[src/rtl/rf_writeback_queue.sv]
// Purpose : buffers register-file writebacks, drains one per cycle on we3/wa3/wd3, flags RAW hazards on qa1/qa2.
// Latency : a write accepted at edge N into an empty queue drives we3 in the next cycle and lands at edge N+1.
// Backpress: in_ready = !full (independent of same-cycle pop); drain_en low holds the head. Option: RF_WBQ_BYPASS_EN.
module rf_writeback_queue #(
   parameter int DEPTH = 4,
   parameter int PW    = 2
) (
   input  logic          clk,
   input  logic          reset,
   input  logic          in_valid,
   input  logic [4:0]    in_addr,
   input  logic [31:0]   in_data,
   output logic          in_ready,
   input  logic          drain_en,
   output logic          we3,
   output logic [4:0]    wa3,
   output logic [31:0]   wd3,
   input  logic [4:0]    qa1,
   input  logic [4:0]    qa2,
   output logic          pend1,
   output logic          pend2,
   output logic [31:0]   fwd1_data,
   output logic [31:0]   fwd2_data,
   output logic [PW:0]   count,
   output logic          empty,
   output logic          full
);

   // One queued writeback: destination register and the value destined for it.
   typedef struct packed {
      logic [4:0]  addr;
      logic [31:0] data;
   } wbq_entry_t;

   localparam logic [PW:0] DEPTH_CNT = (PW+1)'(DEPTH);

   wbq_entry_t        entry_q [DEPTH];
   logic [DEPTH-1:0]  entry_vld;
   logic [PW-1:0]     head;
   logic [PW-1:0]     tail;

   logic              push_fire;
   logic              push_store;
   logic              pop_fire;

   assign full       = (count == DEPTH_CNT);
   assign empty      = (count == '0);
   assign in_ready   = !full;

   // Register 0 is hardwired: such requests are handshaked but never stored.
   assign push_fire  = in_valid && in_ready;
   assign push_store = push_fire && (in_addr != 5'd0);

   // The head retires on the same edge that the register file captures it.
   assign pop_fire   = !empty && drain_en;
   assign we3        = pop_fire;

   // Present the head entry on the write port; zero when nothing is queued.
   always_comb begin
      wa3 = 5'd0;
      wd3 = 32'd0;
      if (!empty) begin
         wa3 = entry_q[head].addr;
         wd3 = entry_q[head].data;
      end
   end

   // Pointer, occupancy and valid-bit bookkeeping; reset discards everything pending.
   always_ff @(posedge clk or posedge reset) begin
      if (reset) begin
         head      <= '0;
         tail      <= '0;
         count     <= '0;
         entry_vld <= '0;
      end else begin
         if (pop_fire) begin
            head            <= head + 1'b1;
            entry_vld[head] <= 1'b0;
         end
         // A push and a pop never share a slot: that needs head==tail, i.e. empty (no pop) or full (no push).
         if (push_store) begin
            tail            <= tail + 1'b1;
            entry_vld[tail] <= 1'b1;
         end
         case ({push_store, pop_fire})
            2'b10:   count <= count + 1'b1;
            2'b01:   count <= count - 1'b1;
            default: count <= count;
         endcase
      end
   end

   // Entry payload storage; contents are only observed through valid bits, so no reset is needed.
   always_ff @(posedge clk) begin
      if (push_store) begin
         entry_q[tail] <= '{addr: in_addr, data: in_data};
      end
   end

   // Hazard scan from oldest to youngest so the last match seen is the youngest write.
   always_comb begin
      logic [PW-1:0] idx;
      idx       = head;
      pend1     = 1'b0;
      pend2     = 1'b0;
      fwd1_data = 32'd0;
      fwd2_data = 32'd0;
      for (int k = 0; k < DEPTH; k++) begin
         idx = head + PW'(k);
         if (entry_vld[idx] && (qa1 != 5'd0) && (entry_q[idx].addr == qa1)) begin
            pend1 = 1'b1;
`ifdef RF_WBQ_BYPASS_EN
            fwd1_data = entry_q[idx].data;
`endif
         end
         if (entry_vld[idx] && (qa2 != 5'd0) && (entry_q[idx].addr == qa2)) begin
            pend2 = 1'b1;
`ifdef RF_WBQ_BYPASS_EN
            fwd2_data = entry_q[idx].data;
`endif
         end
      end
   end

endmodule

[config.mk]
export PLATFORM = sky130hd
export DESIGN_NAME = rf_writeback_queue
export DESIGN_NICKNAME = d
export VERILOG_FILES = /design/src/rtl/rf_writeback_queue.sv
export SDC_FILE = /design/constraint.sdc
export NUM_CORES = 1
export LEC_CHECK = 0
export ABC_AREA = 1
export CORE_MARGIN = 2
export CORE_UTILIZATION = 31
export DETAILED_ROUTE_END_ITERATION = 16
export MAX_ROUTING_LAYER = met4
export PLACE_DENSITY = 0.5
export SLEW_MARGIN = 20
export SYNTH_ARGS = -nofsm -noshare
export SYNTH_HDL_FRONTEND = slang
export SYNTH_SLANG_ARGS = --single-unit
[constraint.sdc]
create_clock -name clk -period 3.4 [get_ports clk]
set_input_delay 0.51 -clock clk [delete_from_list [all_inputs] [get_ports clk]]
set_output_delay 0.51 -clock clk [all_outputs]
set_load 0.02 [all_outputs]
# Word-level counts from Yosys, hierarchy flattened
# Memories as Yosys holds them, arrays and structs flattened.
# Cells that the tools add are included.
dict set report word_totals {
  input_bits 51
  ram_bits 148
  regBits 11
  memories 1
  out_inout_bits 110
}
dict set report op_classes {
  magnitude_cmp 7
  bitwise 3
  reduce_logical 28
  muxes 27
  addsub 6
  eq_ne 11
}
# memory words width read_ports rd_ports_with_merged_regs write_ports line
set memory_table {}
lappend memory_table {entry_q 4 37 4 0 1 37} ;# wbq_entry_t entry_q [DEPTH];
# cell count
set ops {}
lappend ops {{$eq A5 B5 Y1} 8}
lappend ops {{$mux W32} 1}
lappend ops {{$logic_and A1 B1 Y1} 21}
lappend ops {{$mux W1} 16}
lappend ops {{$lt A2 B3 Y1 const B} 5}
lappend ops {{$reduce_bool A5 Y1} 3}
lappend ops {{$bmux W1 S2} 4}
lappend ops {{$mux W4} 2}
lappend ops {{$pmux W3 S2} 1}
lappend ops {{$mux W5} 1}
lappend ops {{$add A2 B1 Y2 const B} 2}
lappend ops {{$add A2 B2 Y2 const B} 2}
lappend ops {{$and A4 B4 Y4} 1}
lappend ops {{$demux W1 S2} 2}
lappend ops {{$ge A2 B1 Y1 const B} 2}
lappend ops {{$not A4 Y4} 1}
lappend ops {{$or A4 B4 Y4} 1}
lappend ops {{$add A3 B1 Y3 const B} 1}
lappend ops {{$eq A3 B3 Y1 const B} 1}
lappend ops {{$logic_not A3 Y1} 1}
lappend ops {{$sub A3 B1 Y3 const B} 1}
lappend ops {{$eq A2 B1 Y1 const B} 1}
lappend ops {{$eq A2 B2 Y1 const B} 1}
lappend ops {{$logic_not A1 Y1} 2}
lappend ops {{$reduce_bool A2 Y1} 1}

# Logic depth before layout (Yosys ltp)
dict set report logic_depth {
  ltp_word 9
  depth_mapped 16
}

# Worst setup path before layout
# Ideal clock, no wire load.
dict set report synth_path {
  path_type {reg2reg}
  from {reg count[0]}
  to {mem entry_q[0][0] (netlist bit), enable pin}
  arrival_ns 2.796
  synth_period_minus_slack_ns 3.228
  required_ns 2.969
  stages_incl_launch_ff 6
  path_slack_ns 0.172
  n_path_buf 1
  path_cell_list {dfrtp_1 nor3_1 inv_1 nand3_1 buf_2 nor2_1}
}
dict set report synth_via {
  elab_chain_len 6
}
# item line
set synth_rtl {}
lappend synth_rtl {{from (decl)} 24} ;# output logic [PW:0] count,
lappend synth_rtl {{from (signal assigned)} 86} ;# 2'b10: count <= count + 1'b1;
lappend synth_rtl {{from (signal assigned)} 87} ;# 2'b01: count <= count - 1'b1;
lappend synth_rtl {{from (signal assigned)} 88} ;# default: count <= count;
lappend synth_rtl {{$eq A3 B3 Y1} 46} ;# assign full = (count == DEPTH_CNT);
lappend synth_rtl {{named net full} 26} ;# output logic full
lappend synth_rtl {{$logic_not A1 Y1} 48} ;# assign in_ready = !full;
lappend synth_rtl {{named net in_ready} 13} ;# output logic in_ready,
lappend synth_rtl {{$logic_and A1 B1 Y1} 51} ;# assign push_fire = in_valid && in_ready;
lappend synth_rtl {{$logic_and A1 B1 Y1} 52} ;# assign push_store = push_fire && (in_addr != 5'd0);
lappend synth_rtl {{$mux W1} 95} ;# if (push_store) begin
lappend synth_rtl {{$mux W1 (not written as such)} 96} ;# entry_q[tail] <= '{addr: in_addr, data: in_data};
lappend synth_rtl {{to (decl)} 37}
# The timed path passes the listed nets, and every way through them passes these cells.

# Worst setup path after layout
dict set report layout_path {
  from {reg head[0]}
  to {out pend2}
}
dict set report layout_via {
  elab_chain_len 8
}
# item line
set layout_rtl {}
lappend layout_rtl {{from (decl)} 39} ;# logic [PW-1:0] head;
lappend layout_rtl {{from (signal assigned)} 77} ;# head <= head + 1'b1;
lappend layout_rtl {{branches (longest 7 deep; another with $mem_v2 Z4 W37)} -}
lappend layout_rtl {{$mux W1 (*)} 116} ;# if (entry_vld[idx] && (qa2 != 5'd0) && (entry_q[idx].addr == qa2)) begin
lappend layout_rtl {{to (decl)} 21} ;# output logic pend2,
# Every way passes the cells marked *. The select of a mux whose other input is x is not followed.

==> load_flow_metrics.sql <==
INSERT INTO impl_metrics (metric_group, metric, value, unit) VALUES
('setup_path', 'crit_path_end', 'pend2', ''),
('timing', 'rsz_0062_raised_after_global_routing', 'no', ''),
('timing', 'final.hold.worst_slack', '416', 'ps'),
('synth', 'synthDominantCellAreaShare', '53.2', '%'),
('clock_tree', 'cts_buffer_depth', '2', ''),
('setup_path', 'crit_path_cell_trace', 'inv_8 -> ha_2 -> buf_6 -> nand3_2 -> nand3_1 -> nand2_1 -> nor2_1 -> nand3_1 -> nand2_1 -> inv_1 -> nand2_1 -> dlymetal6s2s_1', ''),
('setup_path', 'critical-path-top-cell-by-count', 'nand2_1', ''),
('placed_design', 'hpwlAfterDp', '12900', 'µm'),
('grt', 'global_route.usage.met1', '19.4', '%'),
('layout', 'final_nets', '1016', ''),
('power_and_ir_drop', 'leakagePower', '4.03', 'nW'),
('synth', 'yosys.cell_count.top_type', 'nor2_1', ''),
('layout', 'seqCellArea', '4720', 'µm²'),
('synth', 'post_synthesis_average_cell_area', '9.71', 'µm²'),
('timing', 'drv_slew', '0', ''),
('grt', 'global_route.usage.met3', '2.63', '%'),
('synth', 'synth.distinct_cells', '26', ''),
('timing', 'max_slew_margin', '64.2', '%'),
('route', 'drt-wirelength-per-cell', '15.8', 'µm'),
('route', 'detail_route.vias_per_cell', '4.59', ''),
('synth', 'synthDominantAreaCellType', 'edfxtp_1', ''),
('setup_path', 'cp.required', '2890', 'ps'),
('floorplan', 'die_width', '168', 'µm'),
('floorplan', 'floorplan.io_pins', '161', ''),
('clock_tree', 'path_clk_slew', '60', 'ps'),
('run_status', 'status', 'completed', ''),
('timing', 'finalClockSkew', '9.57', 'ps'),
('setup_path', 'critical-path-max-stage-delay', '530', 'ps'),
('clock_tree', 'clock_tree_from_tritoncts', 'built', ''),
('setup_path', 'worst_r2r_startpoint', 'count[0]$_DFFE_PP0P_', ''),
('placed_design', 'placedInstanceArea', '9460', 'µm²'),
('grt', 'grt.total_usage', '15.1', '%'),
('placed_design', 'place_inst', '1275', ''),
('clock_tree', 'cts_htree_levels', '4', ''),
('route', 'post-route-drc-count', '0', ''),
('setup_path', 'reg2reg_setup_slack', '1320', 'ps'),
('route', 'firstDrtPassIters', '5', ''),
('timing', 'timing.setup.tns', '0', 'ps'),
('layout', 'drive_above_1_share', '12.3', '%'),
('synth', 'synth-edff-count', '148', ''),
('route', 'antenna_left', '0', ''),
('floorplan', 'initial_utilization', '31.3', '%'),
('timing', 'period_minus_slack', '3040', 'ps'),
('grt', 'grt_pass1_wl', '31900', 'µm'),
('synth', 'synth.cells.most_frequent', 'nor2_1, edfxtp_1, nand2_1', ''),
('grt', 'pin_count_of_the_biggest_net_entering_global_routing', '92', ''),
('timing', 'timing_hold_violations_final', '0', ''),
('route', 'route.final.wire_length', '20700', 'µm'),
('route', 'routed-via-count', '6011', ''),
('setup_path', 'critical_path.startpoint', 'head[0]$_DFFE_PP0N_', ''),
('placed_design', 'numPortBuffers', '96', ''),
('setup_path', 'critical_path_end_type', 'output port', ''),
('clock_tree', 'worstSkewPairLatency', '420', 'ps'),
('floorplan', 'fp-row-count', '60', ''),
('synth', 'yosys_most_used_dff', 'edfxtp_1', ''),
('synth', 'syn_area', '8350', 'µm²'),
('floorplan', 'chipHeight', '168', 'µm'),
('layout', 'stdcell_area', '10200', 'µm²'),
('floorplan', 'fp.coreArea', '26700', 'µm²'),
('setup_path', 'timing.critical_path.slowest_stage_cell', 'dfrtp_2', ''),
('synth', 'ys_top_cells_by_area', 'edfxtp_1, nor2_1, nand2_1, buf_4, nand3_2', ''),
('layout', 'antenna_cells_inserted', '0', ''),
('setup_path', 'worst_ep_arrival_time', '2530', 'ps'),
('timing', 'worstMarginPinSlew', '536', 'ps'),
('setup_path', 'critPathMaxFanout', '10', ''),
('placed_design', 'finalWeightedCongestion', '0.879', ''),
('clock_tree', 'cts.repair_timing.setup_buffer_count', '0', ''),
('clock_tree', 'root_buffer', 'clkbuf_16', ''),
('clock_tree', 'clock-sinks', '159', ''),
('grt', 'grt_pass1_vias', '5804', ''),
('timing', 'final_number_of_setup_violating_endpoints', '0', '');
## critical path: cells and delay by family (launching register included)
family | cells | cell delay (ps)
buf+inv | 4 | 510
fa+ha+maj | 1 | 400
simple gates | 7 | 650
flops | 1 | 530
## through the flow
step / worst slack [ps] / total power [W] / util, %
after global placement: 367 / 0.00828 / 35.4
after CTS: 7.28 / 0.0104 / 37.8
after global routing: 173 / 0.0111 / 38.1
after floorplan: 172 / 0.00645 / -
final: 365 / 0.0104 / 38.1
after detailed placement: 376 / 0.00826 / 35.4
## sequential cells by signal, indices dropped and copies added, names as in the netlist
| signal | cells |
|---|---|
| entry_vld | 4 |
| count | 3 |
| entry_q | 148 |
| head | 2 |
| tail | 2 |
## report_power, final
group          leakage [nW]  internal (W)  switching, W
registers              1.48       0.00259      0.000156
clock network         0.308       0.00130      0.000756
logic                  2.24       0.00203       0.00355
total                  4.03       0.00591       0.00447
## area by class of cell
type | instances | share of cell area (%)
clock buffers | 18 | 4.21
clock inverters | 14 | 2.09
inverters | 30 | 1.20
multi-input cells | 634 | 29.9
flip-flops and latches | 159 | 46.4
well taps | 341 | 4.19
repair buffers | 113 | 12.1
## timing repair
item	in CTS	in global routing
resized for setup	2	7
endpoints found under the setup margin	2	2
cloned	0	2
pin swaps	0	0
## layout by cell type (no fill, tap or decap), types with 4 or more instances in the layout
| cell type | synthesis | final |
|---|---|---|
| a21oi_1 | 36 | 36 |
| buf_12 | 2 | 4 |
| buf_4 | 70 | 6 |
| bufinv_16 | 0 | 5 |
| clkbuf_16 | 0 | 19 |
| clkdlybuf4s50_1 | 0 | 94 |
| conb_1 | 1 | 64 |
| dfrtp_1 | 11 | 9 |
| edfxtp_1 | 148 | 148 |
| ha_1 | 9 | 8 |
| inv_1 | 28 | 27 |
| nand2_1 | 146 | 146 |
| nand2_2 | 25 | 25 |
| nand3_1 | 57 | 57 |
| nand3_2 | 37 | 37 |
| nor2_1 | 180 | 176 |
| nor2_4 | 0 | 4 |
| o21ai_0 | 65 | 65 |
| o21ai_1 | 6 | 6 |
## layer usage
layer,routed length (µm),share of wire (%)
met5,0,0
met4,367,1.8
met3,988,4.8
met2,9780,47
met1,9530,46
## cells by family after synthesis
logic type,Yosys count,synth area share [%]
other,1,0.0449
DFF,159,56.5
AOI/OAI and AO/OA,107,6.41
and+or+nand+nor,449,24.7
adders and majority gates,10,1.59
xor gates and xnor gates,4,0.419
buffers and inverters,130,10.4
## how the worst min path moves through the flow
stage / depth (start not counted) / startpoint / slack (ps) / endpoint
global placement: 2 / entry_vld[2]$_DFF_PP0_ / 510 / entry_vld[2]$_DFF_PP0_
global route: 2 / reset / 450 / count[2]$_DFFE_PP0P_
floorplan: 1 / reset / 360 / count[0]$_DFFE_PP0P_
CTS: 2 / reset / 430 / count[2]$_DFFE_PP0P_
detailed placement: 2 / entry_vld[2]$_DFF_PP0_ / 510 / entry_vld[2]$_DFF_PP0_
finish: 2 / reset / 420 / count[2]$_DFFE_PP0P_
(Power assumes the default switching activity.)
